==> src/rtl/shifter_pkg.sv <==
// Shared types and elaboration-time sanity checks for the right barrel
// shifter pipeline.
`ifndef SHIFTER_PKG_SV
`define SHIFTER_PKG_SV

package shifter_pkg;

  typedef enum logic {
    SHIFT_LOGICAL = 1'b0,
    SHIFT_ARITH   = 1'b1
  } shift_mode_e;

  // Largest shamt width whose maximum shift (2**depth-1) still fits in width-1.
  function automatic int unsigned max_depth(input int unsigned width);
    return $clog2(width + 1) - 1;
  endfunction

  function automatic bit depth_fits(input int unsigned width, input int unsigned depth);
    return (width >= 2) && (depth >= 1) && (depth <= max_depth(width));
  endfunction

endpackage

`define SHIFTER_STATIC_ASSERT(cond, msg) \
  if (!(cond)) begin : g_static_assert \
    $error(msg); \
  end

`endif

==> src/rtl/barrel_shifter_right_row.sv <==
// One combinational row of the right barrel shifter: optional fixed shift by
// SHIFT with fill, accumulating the shifted-out bits into sticky.
module barrel_shifter_right_row #(
  parameter int unsigned WIDTH = 16,
  parameter int unsigned SHIFT = 1
) (
  input  logic [WIDTH-1:0] data_i,
  input  logic             sticky_i,
  input  logic             ctrl_i,
  input  logic             fill_i,
  output logic [WIDTH-1:0] data_o,
  output logic             sticky_o
);

  always_comb begin
    data_o   = data_i;
    sticky_o = sticky_i;
    if (ctrl_i) begin
      data_o   = {{SHIFT{fill_i}}, data_i[WIDTH-1:SHIFT]};
      sticky_o = sticky_i | (|data_i[SHIFT-1:0]);
    end
  end

endmodule

==> src/rtl/barrel_shifter_right_pipe.sv <==
// Pipelined right barrel shifter: one registered row per shift-amount bit,
// logical/arithmetic fill, sticky OR of shifted-out bits, valid/ready flow.
module barrel_shifter_right_pipe
  import shifter_pkg::*;
#(
  parameter int unsigned WIDTH = 16,
  parameter int unsigned DEPTH = 4
) (
  input  logic             clk,
  input  logic             rst_n,
  input  logic             in_valid,
  output logic             in_ready,
  input  logic [WIDTH-1:0] in_data,
  input  logic [DEPTH-1:0] in_shamt,
  input  logic             in_arith,
  output logic             out_valid,
  input  logic             out_ready,
  output logic [WIDTH-1:0] out_data,
  output logic             out_sticky
);

  `SHIFTER_STATIC_ASSERT(depth_fits(WIDTH, DEPTH), "barrel_shifter_right_pipe: 2**DEPTH-1 must not exceed WIDTH-1")

  typedef struct packed {
    logic             valid;
    logic [WIDTH-1:0] data;
    logic             sticky;
    logic [DEPTH-1:0] shamt;
    shift_mode_e      mode;
  } stage_t;

  stage_t           stage_q    [DEPTH];
  stage_t           stage_d    [DEPTH];
  stage_t           row_in     [DEPTH];
  logic [WIDTH-1:0] row_data   [DEPTH];
  logic             row_sticky [DEPTH];
  logic             en         [DEPTH+1];

  assign en[DEPTH] = out_ready;

  for (genvar k = 0; k < DEPTH; k++) begin : g_stage
    if (k == 0) begin : g_src
      assign row_in[k] = '{valid: in_valid, data: in_data, sticky: 1'b0,
                           shamt: in_shamt, mode: shift_mode_e'(in_arith)};
    end else begin : g_src
      assign row_in[k] = stage_q[k-1];
    end

    // A stage loads whenever it is empty or its successor is loading, so
    // bubbles collapse and backpressure ripples combinationally to in_ready.
    assign en[k] = ~stage_q[k].valid | en[k+1];

    barrel_shifter_right_row #(
      .WIDTH(WIDTH),
      .SHIFT(2 ** k)
    ) u_row (
      .data_i  (row_in[k].data),
      .sticky_i(row_in[k].sticky),
      .ctrl_i  (row_in[k].shamt[k]),
      .fill_i  ((row_in[k].mode == SHIFT_ARITH) & row_in[k].data[WIDTH-1]),
      .data_o  (row_data[k]),
      .sticky_o(row_sticky[k])
    );

    assign stage_d[k] = '{valid: row_in[k].valid, data: row_data[k], sticky: row_sticky[k],
                          shamt: row_in[k].shamt, mode: row_in[k].mode};

    // Payload only moves with a valid beat, so idle inputs never disturb it.
    always_ff @(posedge clk or negedge rst_n) begin
      if (!rst_n) begin
        stage_q[k] <= '0;
      end else if (en[k]) begin
        if (row_in[k].valid) begin
          stage_q[k] <= stage_d[k];
        end else begin
          stage_q[k].valid <= 1'b0;
        end
      end
    end
  end

  assign in_ready   = en[0];
  assign out_valid  = stage_q[DEPTH-1].valid;
  assign out_data   = stage_q[DEPTH-1].data;
  assign out_sticky = stage_q[DEPTH-1].sticky;

endmodule

==> config.mk <==
export PLATFORM = sky130hd
export DESIGN_NAME = barrel_shifter_right_pipe
export DESIGN_NICKNAME = d
export VERILOG_FILES = /design/src/rtl/shifter_pkg.sv /design/src/rtl/barrel_shifter_right_row.sv /design/src/rtl/barrel_shifter_right_pipe.sv
export SDC_FILE = /design/constraint.sdc
export NUM_CORES = 1
export LEC_CHECK = 0
export CAP_MARGIN = 20
export CORE_ASPECT_RATIO = 1.1
export CORE_MARGIN = 2
export CORE_UTILIZATION = 55
export DETAILED_ROUTE_END_ITERATION = 7
export GPL_ROUTABILITY_DRIVEN = 0
export PLACE_DENSITY = 0.85
export SYNTH_ARGS = -nofsm -noshare
export SYNTH_HDL_FRONTEND = slang
export SYNTH_SLANG_ARGS = --single-unit
==> constraint.sdc <==
create_clock -name clk -period 3 [get_ports clk]
set_clock_uncertainty 0.1 [all_clocks]
set_input_delay 0.9 -clock clk [delete_from_list [all_inputs] [get_ports clk]]
set_output_delay 0.9 -clock clk [all_outputs]
set_load 0.02 [all_outputs]
Word level (Yosys, flattened, before mapping)
Cells that the tools add are included.
{"block": "classes", "mux": 12, "n_reduce_logical": 7, "bitwise": 15}
{"op": "$mux 16", "count": 4}
{"op": "$mux 1", "count": 8}
{"op": "$reduce_and 2->1", "count": 4}
{"op": "$reduce_or 8->1", "count": 1}
{"op": "$or 1x1->1", "count": 7}
{"op": "$and 1x1->1", "count": 4}
{"op": "$not 1->1", "count": 4}
{"op": "$reduce_or 4->1", "count": 1}
{"op": "$reduce_or 2->1", "count": 1}
{"block": "totals", "input_bits": 25, "wordCells": 52, "reg_bits": 87}

Depth between registers and ports, before layout
Gate-level depths: netlist (run 1).
{"block": "depth", "ltp_word": 6, "mapped_depth": 6, "depth_no_buf": 3}

Modules after synthesis
Synthesis (run 1) repeated with hierarchy kept, for this count alone.
{"block": "unflattened", "cells_unflattened": 280, "hier_area_um2": 4100.2}
{"mod": "barrel_shifter_right_pipe", "area_each_um2": 3138.0, "cells_per_inst": 182, "n_inst": 1}
{"mod": "barrel_shifter_right_row (g_stage[0].u_row)", "area_each_um2": 254.0, "cells_per_inst": 19, "n_inst": 1}
{"mod": "barrel_shifter_right_row (g_stage[1].u_row)", "area_each_um2": 247.7, "cells_per_inst": 23, "n_inst": 1}
{"mod": "barrel_shifter_right_row (g_stage[2].u_row)", "area_each_um2": 239.0, "cells_per_inst": 25, "n_inst": 1}
{"mod": "barrel_shifter_right_row (g_stage[3].u_row)", "area_each_um2": 221.5, "cells_per_inst": 31, "n_inst": 1}

Least setup slack after synthesis (run 1)
No wires, ideal clock.
{"block": "synth_timing", "kind": "input -> output", "startpoint": "input port out_ready", "endpoint": "output port in_ready", "arrival_ns": 1.405, "path_buffers": 0, "path_stages": 2, "setup_slack_ns": 0.595, "path_cell_list": "and4b_4 > nand2_1"}
{"block": "synth_via", "elab_chain_len": 4}
{"element": "start: declaration", "line": "barrel_shifter_right_pipe.sv:17", "source": "input logic out_ready,"}
{"element": "$or 1x1->1 (4 in series)", "line": "barrel_shifter_right_pipe.sv:51", "source": "assign en[k] = ~stage_q[k].valid | en[k+1];"}
{"element": "end: declaration", "line": "barrel_shifter_right_pipe.sv:12", "source": "output logic in_ready,"}
Every way passes these cells.

Worst setup path in the final report (run 1)
Same ends and word-level chain as after synthesis.

==> results of run 1 <==
what timing repair did:
item                                    in CTS  in global routing
resized for setup                            4                  0
endpoints found under the setup margin       1                  0
buffers inserted                             0                  0
Yosys cell counts:
master / count / share of area
nand4b_2: 1 / 0.0039
a21oi_1: 70 / 0.090
nand3_1: 3 / 0.0039
and3_1: 1 / 0.0016
nand2_1: 4 / 0.0039
mux2_2: 23 / 0.067
buf_1: 1 / 0.00097
mux2i_1: 38 / 0.098
a31oi_1: 21 / 0.034
mux2_4: 18 / 0.070
nand3b_2: 1 / 0.0029
and2_1: 1 / 0.0016
or4_1: 3 / 0.0058
nor2_2: 1 / 0.0016
buf_4: 1 / 0.0019
o2111ai_1: 1 / 0.0023
inv_1: 12 / 0.012
mux2_1: 1 / 0.0029
nand2_2: 1 / 0.0016
and4b_4: 1 / 0.0036
buf_2: 14 / 0.018
a21boi_4: 1 / 0.0048
buf_6: 3 / 0.0087
dfrtp_1: 81 / 0.52
o21ai_0: 9 / 0.012
clkbuf_1: 6 / 0.0058
nand2b_1: 11 / 0.018
kinds of logic (layout without fill, tap and decap cells):
logic type	Yosys count	in the layout	share of synthesized area
AO/OA/AOI/OAI	102	102	0.143
buffers and inverters	37	81	0.0472
flip-flops	81	81	0.524
multiplexers	80	80	0.238
AND/OR/NAND/NOR	28	28	0.0482
where the power goes:
group          switching, W  internal (W)
combinational      0.000554      0.000636
sequential         0.000318       0.00145
clock              0.000365      0.000486
layer usage:
layer,vias to the layer above,track usage
met5,-,0
met4,0,0.0726
met3,9,0.0423
met2,61,0.355
met1,1254,0.252
li1,1268,-
metrics by stage:
step	util	std cells	setup slack [ps]	instance area, sq um
after floorplan	-	328	595	3870
final	0.661	457	65.3	4580
after detailed placement	0.632	442	-331	4380
after global placement	0.632	442	-283	4380
after global routing	0.661	457	16.8	4580
after CTS	0.661	457	64.1	4580
worst min-delay path by stage:
| stage | from | end | cells past startpoint | slack (ps) |
|---|---|---|---|---|
| CTS | out_data[15] | out_data[15] | 1 | 410 |
| finish | out_data[15] | out_data[15] | 1 | 400 |
| floorplan | row_in[50] | row_in[50] | 1 | 380 |
| global placement | out_data[15] | out_data[15] | 1 | 380 |
| detailed placement | out_data[15] | out_data[15] | 1 | 390 |
| global route | row_in[27] | row_in[27] | 1 | 440 |
critical path: cells and delay by family:
kind          cells  cell delay (ps)
buf+inv           2              610
simple gates      2              420
flip-flops by register name, indices dropped and copies added (netlist names):
signal and count:
row_in 63, out_data 16, out_sticky 1, out_valid 1
layout make-up:
type                       instances  area, sq um
fill                             540         2350
sequential                        81         2030
multi-input combinational        210         1660
timing repair buffer              54          531
clock buffer                      12          145
tap                               85          106
clock inverter                     3         65.1
inverter                          12         45.0
==> results.sh, run 1 <==
export IMPL_status="finished clean"
export IMPL_cp_slowest_cell="clkdlybuf4s50_1"
export IMPL_hp_class="flop to flop"
export IMPL_design_portCount=44
export IMPL_rrSetupSlack_ps=1250
export IMPL_vdd_drop_max_mv=0.509
export IMPL_finalSetupTns_ps=0
export IMPL_crit_end="in_ready"
export IMPL_ys_ff_latch=81
export IMPL_period_minus_slack_ps=2930
export IMPL_reg2regPathDepth=5
export IMPL_startpoint="out_ready"
export IMPL_cts_hold_buf=0
export IMPL_cts_root_buf="clkbuf_8"
export IMPL_leakage_nw=2.00
export IMPL_synthCells=328
export IMPL_vias=2592
export IMPL_htreeDepth=3
export IMPL_ant_nets=0
export IMPL_critPathCaptureType="output pin"
export IMPL_grt_ovfl_total=0
export IMPL_drtPass1Iterations=4
export IMPL_power_density_nw_per_um2=831
export IMPL_drt_iter0_markers=162
export IMPL_power_total_w=0.00381
export IMPL_ys_warn_count=0
export IMPL_cts_sinks=81
export IMPL_cp_start_kind="input pin"
export IMPL_syn_avg_cell_area_sq_um=11.8
export IMPL_r2r_start="out_valid"
export IMPL_first_global_vias=2617
export IMPL_clkLatencyLatePin_ps=350
export IMPL_cp_required_ps=2000
export IMPL_post_drt_wl_per_cell_um=15.6
export IMPL_yosysSeqAreaShare=0.524
export IMPL_grt_pass1_wl_mm=12.5
export IMPL_start_util=0.559
export IMPL_r2r_end="row_in[64]"
export IMPL_nets=393
export IMPL_cts_buffers=9
export IMPL_top_layer="met4"
export IMPL_arrival_ps=1930
export IMPL_critical_path_max_stage_delay_ps=450
export IMPL_drive_gt1_frac=0.196
export IMPL_io_buffers=43
export IMPL_rsz0062_at_grt="false"
export IMPL_via_per_inst=5.67
export IMPL_min_period_over_period=0.978
export IMPL_dieArea_sq_um=7730
export IMPL_antenna_found_initial=0
export IMPL_drc=0
export IMPL_final_hold_viol_count=0
export IMPL_die_h_um=92.0
export IMPL_cts_tree="built"
export IMPL_grt_total_usage=0.204
export IMPL_grt_max_degree=46
export IMPL_synth_area_sq_um=3870
export IMPL_route_met3_wl_um=271
export IMPL_area_delta_synth_final_pct=18.3
export IMPL_relSlewSlack=0.478
export IMPL_clk_pin_slew_ps=70
export IMPL_maxSlewViolCount=0
export IMPL_dp_hpwl_mm=5.09
export IMPL_diodes=0
export IMPL_synth_cell_type_count=27
export IMPL_tightest_slew_ps=782
export IMPL_cp_max_fo=4
export IMPL_wl_met2_mm=3.69
export IMPL_cp_cell_sequence="clkdlybuf4s50_1 > and4b_4 > nand2_1 > buf_2"
export IMPL_layout_commonest_cell="dfrtp_1"
export IMPL_criticalPathCategory="input pin to output pin"
export IMPL_fp_dieW_um=84.0
export IMPL_met1_length_mm=3.08
export IMPL_clockBufferDepth=2
export IMPL_finalSetupViolations=0
export IMPL_final_cell_mix="dfrtp_1, a21oi_1, clkdlybuf4s50_1"
export IMPL_maxCapViolations=0
export IMPL_max_freq_mhz=341
export IMPL_rows=32
export IMPL_whs_ps=400
export IMPL_core_area_sq_um=6930
export IMPL_drt_total_wl_mm=7.12
export IMPL_synth_nets=353
(Power assumes the default switching activity.)
==> run 2, diff against run 1 <==
SYNTH_HIERARCHICAL = 1   (was default)
==> results.sh, run 2 <==
export IMPL_status="finished clean"
export IMPL_cts_tree="built"
export IMPL_switching_share=0.296
export IMPL_tightest_slew_ps=982
export IMPL_path_delay_family="simple AND/OR/NAND/NOR gates"
export IMPL_start_util=0.558
export IMPL_final_cell_mix="mux2_2, dfrtp_1, mux2_4"
export IMPL_drive_gt1_frac=0.477
export IMPL_clkLatencyLatePin_ps=350
export IMPL_fin_cells=416
export IMPL_cts_root_buf="clkbuf_8"
export IMPL_cts_sinks=81
export IMPL_period_minus_slack_ps=2670
export IMPL_synth_top_area_cell="dfrtp_1"
export IMPL_cts_setup_buffers=0
export IMPL_power_frac_clock=0.217
export IMPL_max_freq_mhz=375
export IMPL_dp_hpwl_mm=4.45
export IMPL_synth_area_sq_um=4100
export IMPL_r2r_end="row_in[32]"
export IMPL_maxSlewViolCount=0
export IMPL_grt_max_degree=82
export IMPL_reg2regPathDepth=2
export IMPL_clockBufferDepth=2
export IMPL_dieArea_sq_um=8160
export IMPL_yosysTopAreaCellShare=0.494
export IMPL_leakage_nw=2.13
export IMPL_finalSetupViolations=0
export IMPL_dp_cells=400
export IMPL_min_path_cells=2
export IMPL_ant_nets=0
export IMPL_synthTopCellsByArea="dfrtp_1, mux2_2, mux2_4, buf_6, o21ai_0"
export IMPL_antenna_found_initial=0
export IMPL_drtPass1Iterations=5
export IMPL_rows=33
export IMPL_core_area_sq_um=7350
export IMPL_diodes=0
export IMPL_ys_ff_latch=81
export IMPL_post_drt_wl_per_cell_um=15.2
export IMPL_layout_commonest_cell="mux2_2"
export IMPL_htreeDepth=3
export IMPL_synth_cell_type_count=22
export IMPL_drt_iter0_markers=48
export IMPL_cp_required_ps=2000
export IMPL_drc=0
export IMPL_fp_dieW_um=86.3
export IMPL_critPathBufInv=2
export IMPL_synthTopCellsByCount="mux2_2, dfrtp_1, mux2_4, inv_1, o21ai_0"
export IMPL_pwr_share_comb=0.331
export IMPL_vdd_drop_max_mv=0.360
export IMPL_p_sw_w=0.00118
export IMPL_syn_avg_cell_area_sq_um=14.6
export IMPL_power_density_nw_per_um2=843
export IMPL_critPathCaptureType="output pin"
export IMPL_via_per_inst=5.28
export IMPL_startpoint="out_ready"
export IMPL_min_from="row_in[68]"
export IMPL_cp_slowest_cell="or2_2"
export IMPL_rsz0062_at_grt="false"
export IMPL_largest_reg_flops=63
export IMPL_synth_edff_count=0
export IMPL_yosysSeqAreaShare=0.494
export IMPL_nets=349
export IMPL_whs_ps=398
export IMPL_rrSetupSlack_ps=1250
export IMPL_r2r_start="row_in[48]"
export IMPL_first_global_vias=2228
export IMPL_async_flop_share=1.00
export IMPL_grt_total_usage=0.176
export IMPL_maxCapViolations=0
export IMPL_grt_ovfl_total=0
export IMPL_die_h_um=94.6
export IMPL_cp_cell_sequence="dlymetal6s2s_1 > nand4b_4 > or2_2 > buf_4"
export IMPL_relSlewSlack=0.345
export IMPL_yosysMostFrequentCell="mux2_2"
export IMPL_p_int_w=0.00282
export IMPL_clk_pin_slew_ps=70
export IMPL_synth_nets=305
export IMPL_synth_main_ff_cell="dfrtp_1"
export IMPL_power_total_w=0.00400
export IMPL_holdPathEnd="row_in[45]"
export IMPL_synthCells=280
export IMPL_io_buffers=43
export IMPL_vias=2198
export IMPL_grt_pass1_wl_mm=10.9
export IMPL_seqPwrFrac=0.452
export IMPL_arrival_ps=1670
export IMPL_ys_warn_count=6
export IMPL_design_portCount=44
export IMPL_area_delta_synth_final_pct=15.8
export IMPL_cts_buffers=9
export IMPL_drt_total_wl_mm=6.34
export IMPL_cp_max_fo=3
export IMPL_min_period_over_period=0.890
export IMPL_hp_class="flop to flop"
export IMPL_final_hold_viol_count=0
export IMPL_criticalPathCategory="input pin to output pin"
export IMPL_critical_path_max_stage_delay_ps=300
export IMPL_cp_start_kind="input pin"
-- run 2: cell types whose count changed in the layout (fill, tap and decap cells not counted), moves of 3 or more --
cell / change
mux2i_1: -38
and2_1: +3
mux2_4: +23
clkbuf_8: +4
mux2_2: +63
inv_1: +3
buf_4: -5
or4_1: -3
a21oi_1: -70
nand3_1: -3
a31oi_1: -21
o21ai_0: +6
nand2b_1: -5
-- run 2: per-layer routing --
metal | up-vias | GRT usage | routed length [um]
met2 | 45 | 0.290 | 3090
met5 | - | 0 | 0
met4 | 0 | 0.0781 | 129
li1 | 1072 | - | -
met1 | 1072 | 0.216 | 2890
met3 | 9 | 0.0507 | 238
-- run 2: kinds of logic after synthesis --
family,synth area share
buffers and inverters,0.0543
AND/OR/NAND/NOR,0.0375
flip-flops,0.494
multiplexers,0.386
other,0.000915
AO/OA/AOI/OAI,0.0266
-- run 2: area by class of cell --
type / count / area (sq um)
clock inverter: 1 / 30.0
sequential: 81 / 2030
clock buffer: 15 / 196
multi-input combinational: 170 / 1860
timing repair buffer: 47 / 470
fill: 548 / 2600
inverter: 15 / 56.3
tap: 87 / 109
-- run 2: stage by stage --
| stage | setup slack (ps) | instance area [sq um] | utilization | setup TNS [ps] |
|---|---|---|---|---|
| floorplan | 521 | 4100 | - | 0 |
| global placement | -365 | 4510 | 0.614 | -365 |
| detailed placement | -368 | 4510 | 0.614 | -368 |
| CTS | 26.6 | 4750 | 0.646 | 0 |
| global route | 305 | 4750 | 0.646 | 0 |
| finish | 331 | 4750 | 0.646 | 0 |
-- run 2: worst register-to-register path, cell delays in order (launching register included) --
cell and delay, ps:
dfrtp_1 850, mux2_2 420, mux2_2 260
-- run 2: worst max-delay path by stage --
stage               endpoint  slack, ps  depth (start not counted)
floorplan           in_ready        520                          2
global placement    in_ready       -360                          4
detailed placement  in_ready       -370                          4
CTS                 in_ready         30                          4
global route        in_ready        300                          4
finish              in_ready        330                          4
-- run 2: timing repair --
| item | 4_1_cts | 5_1_grt |
|---|---|---|
| hold buffers | 0 | 0 |
| resized for setup | 6 | 1 |
| pin swaps | 0 | 0 |
| endpoints found under the setup margin | 1 | 1 |
-- run 2: power by group through the flow --
stage,combinational (W),clock [W],sequential (W)
floorplan,0.000963,0,0.00180
global placement,0.00129,0,0.00180
detailed placement,0.00133,0,0.00182
CTS,0.00134,0.000891,0.00180
global route,0.00144,0.000943,0.00187
finish,0.00133,0.000869,0.00181
